<file path="src/rtl/waterbear_pkg.sv">
// Shared types and constants for the waterbear program loader and its benches.
// The optional checksum trailer is selected with LOADER_CHECKSUM_EN.
package waterbear_pkg;

    typedef enum logic [3:0] {
        ST_IDLE,
        ST_ADDR,
        ST_COUNT,
        ST_DATA_HI,
        ST_DATA_LO,
        ST_WRITE,
        ST_CSUM,
        ST_DONE,
        ST_ERROR
    } state_t;

    localparam logic [7:0] DEFAULT_HDR_BYTE = 8'hA5;

    localparam logic [3:0] OP_LDR = 4'h0;
    localparam logic [3:0] OP_STR = 4'h1;
    localparam logic [3:0] OP_ADD = 4'h2;
    localparam logic [3:0] OP_SUB = 4'h3;
    localparam logic [3:0] OP_AND = 4'h4;
    localparam logic [3:0] OP_ORR = 4'h5;
    localparam logic [3:0] OP_XOR = 4'h6;
    localparam logic [3:0] OP_SHL = 4'h7;
    localparam logic [3:0] OP_SHR = 4'h8;
    localparam logic [3:0] OP_JMP = 4'h9;
    localparam logic [3:0] OP_JZ  = 4'hA;
    localparam logic [3:0] OP_JC  = 4'hB;
    localparam logic [3:0] OP_OUT = 4'hC;
    localparam logic [3:0] OP_IN  = 4'hD;
    localparam logic [3:0] OP_NOP = 4'hE;
    localparam logic [3:0] OP_HLT = 4'hF;

    // Packs an instruction word in the core's {reserved, opcode, numbit, operand} layout.
    function automatic logic [15:0] make_instr(input logic [3:0] opcode,
                                               input logic       numbit,
                                               input logic [5:0] operand);
        return {5'b0_0000, opcode, numbit, operand};
    endfunction

endpackage

</file>
<file path="src/rtl/waterbear_byte_timer.sv">
// Idle-cycle counter: counts enabled cycles without a clear and flags the LIMIT-th one.
// LIMIT of 0 disables expiry entirely.
module waterbear_byte_timer #(
    parameter int unsigned LIMIT = 1024
) (
    input  logic clk,
    input  logic srst,
    input  logic clear,
    input  logic enable,
    output logic expire
);

    localparam int unsigned    CW   = (LIMIT < 2) ? 1 : $clog2(LIMIT);
    localparam logic [CW-1:0]  LAST = CW'(LIMIT - 1);

    logic [CW-1:0] count_reg;

    always_ff @(posedge clk) begin
        if (srst || clear || !enable) begin
            count_reg <= '0;
        end else begin
            count_reg <= count_reg + 1'b1;
        end
    end

    // count_reg holds the number of idle cycles already seen, so this is the LIMIT-th one.
    assign expire = (LIMIT != 0) && enable && !clear && (count_reg == LAST);

endmodule

</file>
<file path="src/rtl/waterbear_prog_loader.sv">
// Boot loader: parses HDR/ADDR/CNT/words frames from the host and writes program memory,
// holding the core in reset until a frame completes. LOADER_CHECKSUM_EN adds a CSUM trailer.
module waterbear_prog_loader
    import waterbear_pkg::*;
#(
    parameter logic [7:0]  HDR_BYTE       = DEFAULT_HDR_BYTE,
    parameter int unsigned TIMEOUT_CYCLES = 1024
) (
    input  logic        clk,
    input  logic        rst,
    input  logic [7:0]  in_data,
    input  logic        in_valid,
    output logic        in_ready,
    output logic        mem_we,
    output logic [7:0]  mem_addr,
    output logic [15:0] mem_wdata,
    output logic        cpu_rst,
    output logic        busy,
    output logic        done,
    output logic        err
);

    state_t     state_reg;
    logic [7:0] addr_reg;
    logic [7:0] cnt_reg;
    logic [7:0] word_reg;
    logic [7:0] hi_reg;

    logic xfer;
    logic in_frame;
    logic timer_expire;

    assign xfer     = in_valid & in_ready;
    assign in_frame = state_reg inside {ST_ADDR, ST_COUNT, ST_DATA_HI,
                                        ST_DATA_LO, ST_WRITE, ST_CSUM};

    waterbear_byte_timer #(
        .LIMIT (TIMEOUT_CYCLES)
    ) u_timer (
        .clk    (clk),
        .srst   (rst),
        .clear  (xfer),
        .enable (in_frame),
        .expire (timer_expire)
    );

`ifdef LOADER_CHECKSUM_EN
    logic [7:0] sum_reg;

    // Running sum of ADDR, CNT and data bytes; restarted by any byte seen outside a frame.
    always_ff @(posedge clk) begin
        if (rst) begin
            sum_reg <= '0;
        end else if (xfer) begin
            case (state_reg)
                ST_IDLE, ST_DONE, ST_ERROR:                 sum_reg <= '0;
                ST_ADDR, ST_COUNT, ST_DATA_HI, ST_DATA_LO:  sum_reg <= sum_reg + in_data;
                default:                                    sum_reg <= sum_reg;
            endcase
        end
    end
`endif

    always_ff @(posedge clk) begin
        if (rst) begin
            state_reg <= ST_IDLE;
            in_ready  <= 1'b1;
            mem_we    <= 1'b0;
            mem_addr  <= '0;
            mem_wdata <= '0;
            cpu_rst   <= 1'b1;
            busy      <= 1'b0;
            done      <= 1'b0;
            err       <= 1'b0;
            addr_reg  <= '0;
            cnt_reg   <= '0;
            word_reg  <= '0;
            hi_reg    <= '0;
        end else begin
            mem_we   <= 1'b0;
            in_ready <= 1'b1;
            if (timer_expire) begin
                state_reg <= ST_ERROR;
                busy      <= 1'b0;
                err       <= 1'b1;
                cpu_rst   <= 1'b1;
            end else begin
                case (state_reg)
                    ST_IDLE, ST_DONE, ST_ERROR: begin
                        if (xfer && in_data == HDR_BYTE) begin
                            state_reg <= ST_ADDR;
                            busy      <= 1'b1;
                            cpu_rst   <= 1'b1;
                            done      <= 1'b0;
                            err       <= 1'b0;
                        end
                    end
                    ST_ADDR: begin
                        if (xfer) begin
                            addr_reg  <= in_data;
                            state_reg <= ST_COUNT;
                        end
                    end
                    ST_COUNT: begin
                        if (xfer) begin
                            cnt_reg   <= in_data;
                            word_reg  <= '0;
                            state_reg <= ST_DATA_HI;
                        end
                    end
                    ST_DATA_HI: begin
                        if (xfer) begin
                            hi_reg    <= in_data;
                            state_reg <= ST_DATA_LO;
                        end
                    end
                    ST_DATA_LO: begin
                        // Outputs are registered, so the strobe lands in the WRITE cycle itself.
                        if (xfer) begin
                            mem_we    <= 1'b1;
                            in_ready  <= 1'b0;
                            mem_addr  <= addr_reg;
                            mem_wdata <= {hi_reg, in_data};
                            state_reg <= ST_WRITE;
                        end
                    end
                    ST_WRITE: begin
                        addr_reg <= addr_reg + 8'd1;
                        if (word_reg == cnt_reg) begin
`ifdef LOADER_CHECKSUM_EN
                            state_reg <= ST_CSUM;
`else
                            state_reg <= ST_DONE;
                            busy      <= 1'b0;
                            done      <= 1'b1;
                            cpu_rst   <= 1'b0;
`endif
                        end else begin
                            word_reg  <= word_reg + 8'd1;
                            state_reg <= ST_DATA_HI;
                        end
                    end
`ifdef LOADER_CHECKSUM_EN
                    ST_CSUM: begin
                        if (xfer) begin
                            busy <= 1'b0;
                            if (in_data == sum_reg) begin
                                state_reg <= ST_DONE;
                                done      <= 1'b1;
                                cpu_rst   <= 1'b0;
                            end else begin
                                state_reg <= ST_ERROR;
                                err       <= 1'b1;
                                cpu_rst   <= 1'b1;
                            end
                        end
                    end
`endif
                    default: begin
                        state_reg <= ST_IDLE;
                    end
                endcase
            end
        end
    end

endmodule
</file>
<file path="config.mk">
export PLATFORM = sky130hd
export DESIGN_NAME = waterbear_prog_loader
export DESIGN_NICKNAME = d
export VERILOG_FILES = /design/src/rtl/waterbear_pkg.sv /design/src/rtl/waterbear_byte_timer.sv /design/src/rtl/waterbear_prog_loader.sv
export SDC_FILE = /design/constraint.sdc
export NUM_CORES = 1
export LEC_CHECK = 0
export CELL_PAD_IN_SITES_DETAIL_PLACEMENT = 1
export CELL_PAD_IN_SITES_GLOBAL_PLACEMENT = 2
export CORE_AREA = 2 2 102 104
export CTS_BUF_LIST = sky130_fd_sc_hd__clkbuf_16
export DETAILED_ROUTE_END_ITERATION = 12
export DIE_AREA = 0 0 104 106
export PLACE_DENSITY = 0.83
export SLEW_MARGIN = 40
export SYNTH_ARGS = -nofsm -noshare
export SYNTH_HDL_FRONTEND = slang
export SYNTH_SLANG_ARGS = --single-unit
</file>
<file path="constraint.sdc">
create_clock -name clk -period 4.47 [get_ports clk]
set_input_delay 0.447 -clock clk [delete_from_list [all_inputs] [get_ports clk]]
set_output_delay 0.447 -clock clk [all_outputs]
set_load 0.03 [all_outputs]
</file>
* After elaboration in Yosys (flattened, before gate mapping)
Cells that the tools add are included.
** Word-level totals
- Logic and storage cells :: 94
- Bits in registers :: 76
** Operators by class
- Mux-type cells :: 23
- Add/sub/neg operators :: 3
- Eq/ne operators :: 23
- Bitwise gates (word level) :: 3
- Reduce and logical (&&, ||, !) cells :: 27
** Operators with widths (count)
- 8-bit case mux with 2 select lines :: 2
- 4-bit two-way mux :: 6
- 8-bit two-way mux :: 3
- 4-bit case mux with 6 select lines :: 1
- 8-bit by 1-bit adder with 8-bit output, second input constant :: 2
- 4-bit by 3-bit == test with 1-bit output, second input constant :: 4
- 3-bit AND reduction :: 5
- 3-bit by 2-bit != test with 1-bit output, second input constant :: 4
- 10-bit by 1-bit adder with 10-bit output, second input constant :: 1
- 10-bit == test, second input constant :: 1
- 2-bit by 1-bit != test with 1-bit output, second input constant :: 5
- 5-bit AND reduction :: 2
- 2-bit nonzero test :: 5
- 4-bit by 2-bit == test with 1-bit output, second input constant :: 2
- 8-bit == test :: 1
- 8-bit == test, second input constant :: 1
- 1-bit two-way mux :: 8
- 4-bit AND reduction :: 2
- 6-bit nonzero test :: 1
- 3-bit OR reduction :: 2
- 4-bit by 1-bit == test with 1-bit output, second input constant :: 1
- 4-bit == test, second input constant :: 1
- 4-bit zero test :: 1
- 2-bit != test, second input constant :: 2
- 10 further kinds :: 16

* Longest topological paths before layout
- Depth after elaboration :: 6
- Depth in mapped cells :: 8

* By module
Synthesis repeated with hierarchy kept, for this count alone.
** Unflattened totals
- Cell total of the unflattened synthesis :: 374
- Area, all modules :: 3445.8 um^2
** Modules (own cells, without submodules)
- waterbear_prog_loader :: cells each 326, seq. area each 1321.3 um^2, area each 3011.6 um^2, times used 1
- waterbear_byte_timer :: cells each 48, seq. area each 200.2 um^2, area each 434.2 um^2, times used 1

* Worst setup path before layout
No wires, ideal clock.
- Path type :: flip-flop to flip-flop
- Start point :: register in_ready
- End point :: register addr_reg[0]
- Clock period less this slack :: 1.913 ns
- Arrival :: 1.822 ns
- Library setup time :: 0.091 ns
- Buffers on the path :: 1
- Path slack :: 2.557 ns
- Cell stages (with the launch flop) :: 7
- Data required time :: 4.379 ns
- Cell sequence :: dfxtp_1 -> and2_1 -> buf_2 -> o211a_1 -> a21boi_1 -> a21oi_1 -> a311oi_1
** On the way
- Cells in the longest elaborated chain, start to end :: 6
** RTL lines
- start, declared :: RTL line waterbear_prog_loader.sv:13 : output logic in_ready,
- start signal, assigned :: RTL line waterbear_prog_loader.sv:67 : in_ready <= 1'b1;
- start signal, assigned :: RTL line waterbear_prog_loader.sv:81 : in_ready <= 1'b1;
- start signal, assigned :: RTL line waterbear_prog_loader.sv:121 : in_ready <= 1'b0;
- 1-bit bitwise AND (*) :: RTL line waterbear_prog_loader.sv:33 : assign xfer = in_valid & in_ready;
- 1-bit zero test :: RTL line waterbear_byte_timer.sv:27 : assign expire = (LIMIT != 0) && enable && !clear && (count_reg == LAST);
- 1-bit logical AND (2 in a row) :: RTL line waterbear_byte_timer.sv:27
- 1-bit inverter (no source line)
- 3-bit AND reduction (no source line) (*)
- end signal, assigned :: RTL line waterbear_prog_loader.sv:100 : addr_reg <= in_data;
- end signal, assigned :: RTL line waterbear_prog_loader.sv:128 : addr_reg <= addr_reg + 8'd1;
- end, declared :: RTL line waterbear_prog_loader.sv:24 : logic [7:0] addr_reg;
Every way passes the cells marked *; elsewhere a longest branch is shown, timed or not.
A chain may end at the register's enable or synchronous reset.

* Worst setup path in the final report
- Start point :: register state_reg[0]
- End point :: register word_reg[5]
** On the way
- Cells in the longest elaborated chain, start to end :: 6
** RTL lines
- start, declared :: RTL line waterbear_prog_loader.sv:23 : state_t state_reg;
- start signal, assigned :: RTL line waterbear_prog_loader.sv:66 : state_reg <= ST_IDLE;
- start signal, assigned :: RTL line waterbear_prog_loader.sv:83 : state_reg <= ST_ERROR;
- start signal, assigned :: RTL line waterbear_prog_loader.sv:91 : state_reg <= ST_ADDR;
- 4-bit by 1-bit == test with 1-bit output, or another cell as far along :: RTL line waterbear_prog_loader.sv:34 : assign in_frame = state_reg inside {ST_ADDR, ST_COUNT, ST_DATA_HI,
- 6-bit nonzero test :: RTL line waterbear_prog_loader.sv:34
- 1-bit logical AND (2 in a row) :: RTL line waterbear_byte_timer.sv:27
- 1-bit inverter (no source line)
- 4-bit AND reduction (no source line)
- end signal, assigned :: RTL line waterbear_prog_loader.sv:139 : word_reg <= word_reg + 8'd1;
- end, declared :: RTL line waterbear_prog_loader.sv:26 : logic [7:0] word_reg;
Several ways; a longest one is shown, not always the timed one.

==> metrics.txt <==
Inst Count DP 570; Tcrit/Tclk final 55.3%; DRT antenna net count 0; total CTS buffers 9; IO Port Bufs 40; DIE HEIGHT 106 um; HP Class flop to flop; H-Tree Depth 3; Leak 1.46 nW; clock latency on the worst-skew pair 0.33 ns; commonest non-fill, non-tap cells in the layout 90 x nand2_1, 76 x dfxtp_1, 51 x a21oi_1; CTS root buf clkbuf_16; DRT Pass-1 Iters 4; RSZ-0062 raised after global routing no; most common cell after layout, fill and taps aside nand2_1; Die Width 104 um; Final Util 41.4%; Synth Instances 415; unique cell type count in the Yosys netlist 46; grt total ovfl 0; CP arrival 2.73 ns; final hold violation count 0; Worst EP required 4.73 ns; initial antenna violation count 0; Most used DFF post-synth dfxtp_1; Final Max Tran Viols 0; drt via density 5.13; final setup vio count 0; pre-CTS setup slack 1.77 ns; Max Root-Sink Buffers 2; FFs w/ async S/R, synth 0%; Area after DPL 0.00384 mm^2; worst-case reg-to-reg path depth 5; synth warn 0; Post-CTS Setup Repair Bufs 0; drt drc 0; syn_nets 429; final non-filler cell total 585; fillers 1207; Syn Area/Cell 8.10 um^2; CTS resizes 0; Worst Skew 0.00671 ns; PD cells 356 mW/mm^2; drt initial violations 106; Worst slew margin 51.2%; DR vias 3002; Layout area overhead 23.1%; EDFF count, synth 0; crit path kind flop to flop; MaxCap Viol Count 0; cell row count 37; Setup crit start kind flop; Tightest Pin Transition 0.725 ns; Top Ports 41; DR WL/cell 15.4 um; layout cell share with drive strength beyond 1 5.79%; Netlist Area Pre-Place 0.00336 mm^2; Largest register FFs 16; total power 1.48 mW; ant diodes 0; maximum clock frequency 405 MHz; hold slack 0.450 ns; core area 0.0100 mm^2; Routed WL 8.99 mm; design area 0.00414 mm^2; first-pass GRT wire length 15.3 mm; worst vdd ir 0.000153 V; CP Capture Type flop; Max FO, Critical Path 18; cts hold-fix bufs 0; Tot GR Track Use 17.2%; status complete, no violations; largest net degree at the start of global routing 55; die area 0.0110 mm^2; Synth Register Bits 76; Nets 459; TritonCTS Sinks 76; register area share after synthesis 45.3%; setup TNS 0 ns; Tmin final 2.47 ns; Starting Density 33.6%; Final Worst Setup Slack 2.00 ns; GP Congestion 0.751; hpwl dp 6.17 mm; number of global-route vias before repair 3021; CTS tree built; clock slew at reported path FFs 0.06 ns; Worst Hold Path Cells 2
cell usage after synthesis (all sizes together), types with 3 or more instances:
library cell	instances	area, um^2
a31oi	5	31.3
and4b	3	30.0
o31ai	9	67.6
ha	3	37.5
and2	5	32.5
a21oi	51	255
nand4	6	37.5
buf	6	43.8
nor3	3	20.0
clkbuf	18	67.6
nor2	33	124
nand2b	4	25.0
xnor2	14	123
nand3	12	60.1
mux2i	9	90.1
or4	7	52.6
nand2	90	338
o21ai	17	85.1
nor2b	4	25.0
and3	13	81.3
a211oi	3	22.5
dfxtp	76	1520
per-layer routing:
layer | routed length, um | vias to the layer above | GRT usage, %
met1 | 4420 | 1438 | 23.3
li1 | - | 1510 | -
met5 | 0 | - | 0
met2 | 4210 | 45 | 27.5
met3 | 273 | 9 | 3.99
met4 | 90 | 0 | 5.02
cell families (layout without fill, tap and decap cells):
group	Yosys count	in the layout	synth area share, %
simple gates	191	191	27.1
mux	9	9	2.68
flops	76	76	45.3
buf+inv	26	60	3.54
xor+xnor	16	16	4.17
compound gates	94	94	16.2
fa+ha+maj	3	3	1.12
power by group:
group          leakage [nW]  switching, mW  internal (mW)  total, mW
Clock                 0.142          0.290          0.430      0.720
Sequential            0.613        0.00820          0.682      0.690
Combinational         0.708         0.0421         0.0226     0.0647
final timing paths:
check                           slack [ns]         start       endpoint
worst max-delay path                  2.00  state_reg[0]    word_reg[5]
worst min-delay path                  0.45     hi_reg[4]  mem_wdata[12]
worst max register to register        2.00  state_reg[0]    word_reg[5]
worst min register to register        0.45     hi_reg[4]  mem_wdata[12]
critical path, stage by stage, from the launching register on:
cell and delay (ns):
dfxtp_1 0.70, nand2_1 0.16, nor3_1 0.50, o22ai_2 0.35, or4_1 0.55, a21oi_1 0.15
layout make-up:
cell class	count	area (um^2)	area share [%]
sequential	76	1520	36.8
inverter	2	7.51	0.181
multi-input combinational	313	1730	41.8
clock buffer	9	225	5.44
clock inverter	6	65.1	1.57
tap	136	170	4.11
timing repair buffer	43	418	10.1
Power figures use the tool's default switching activity.
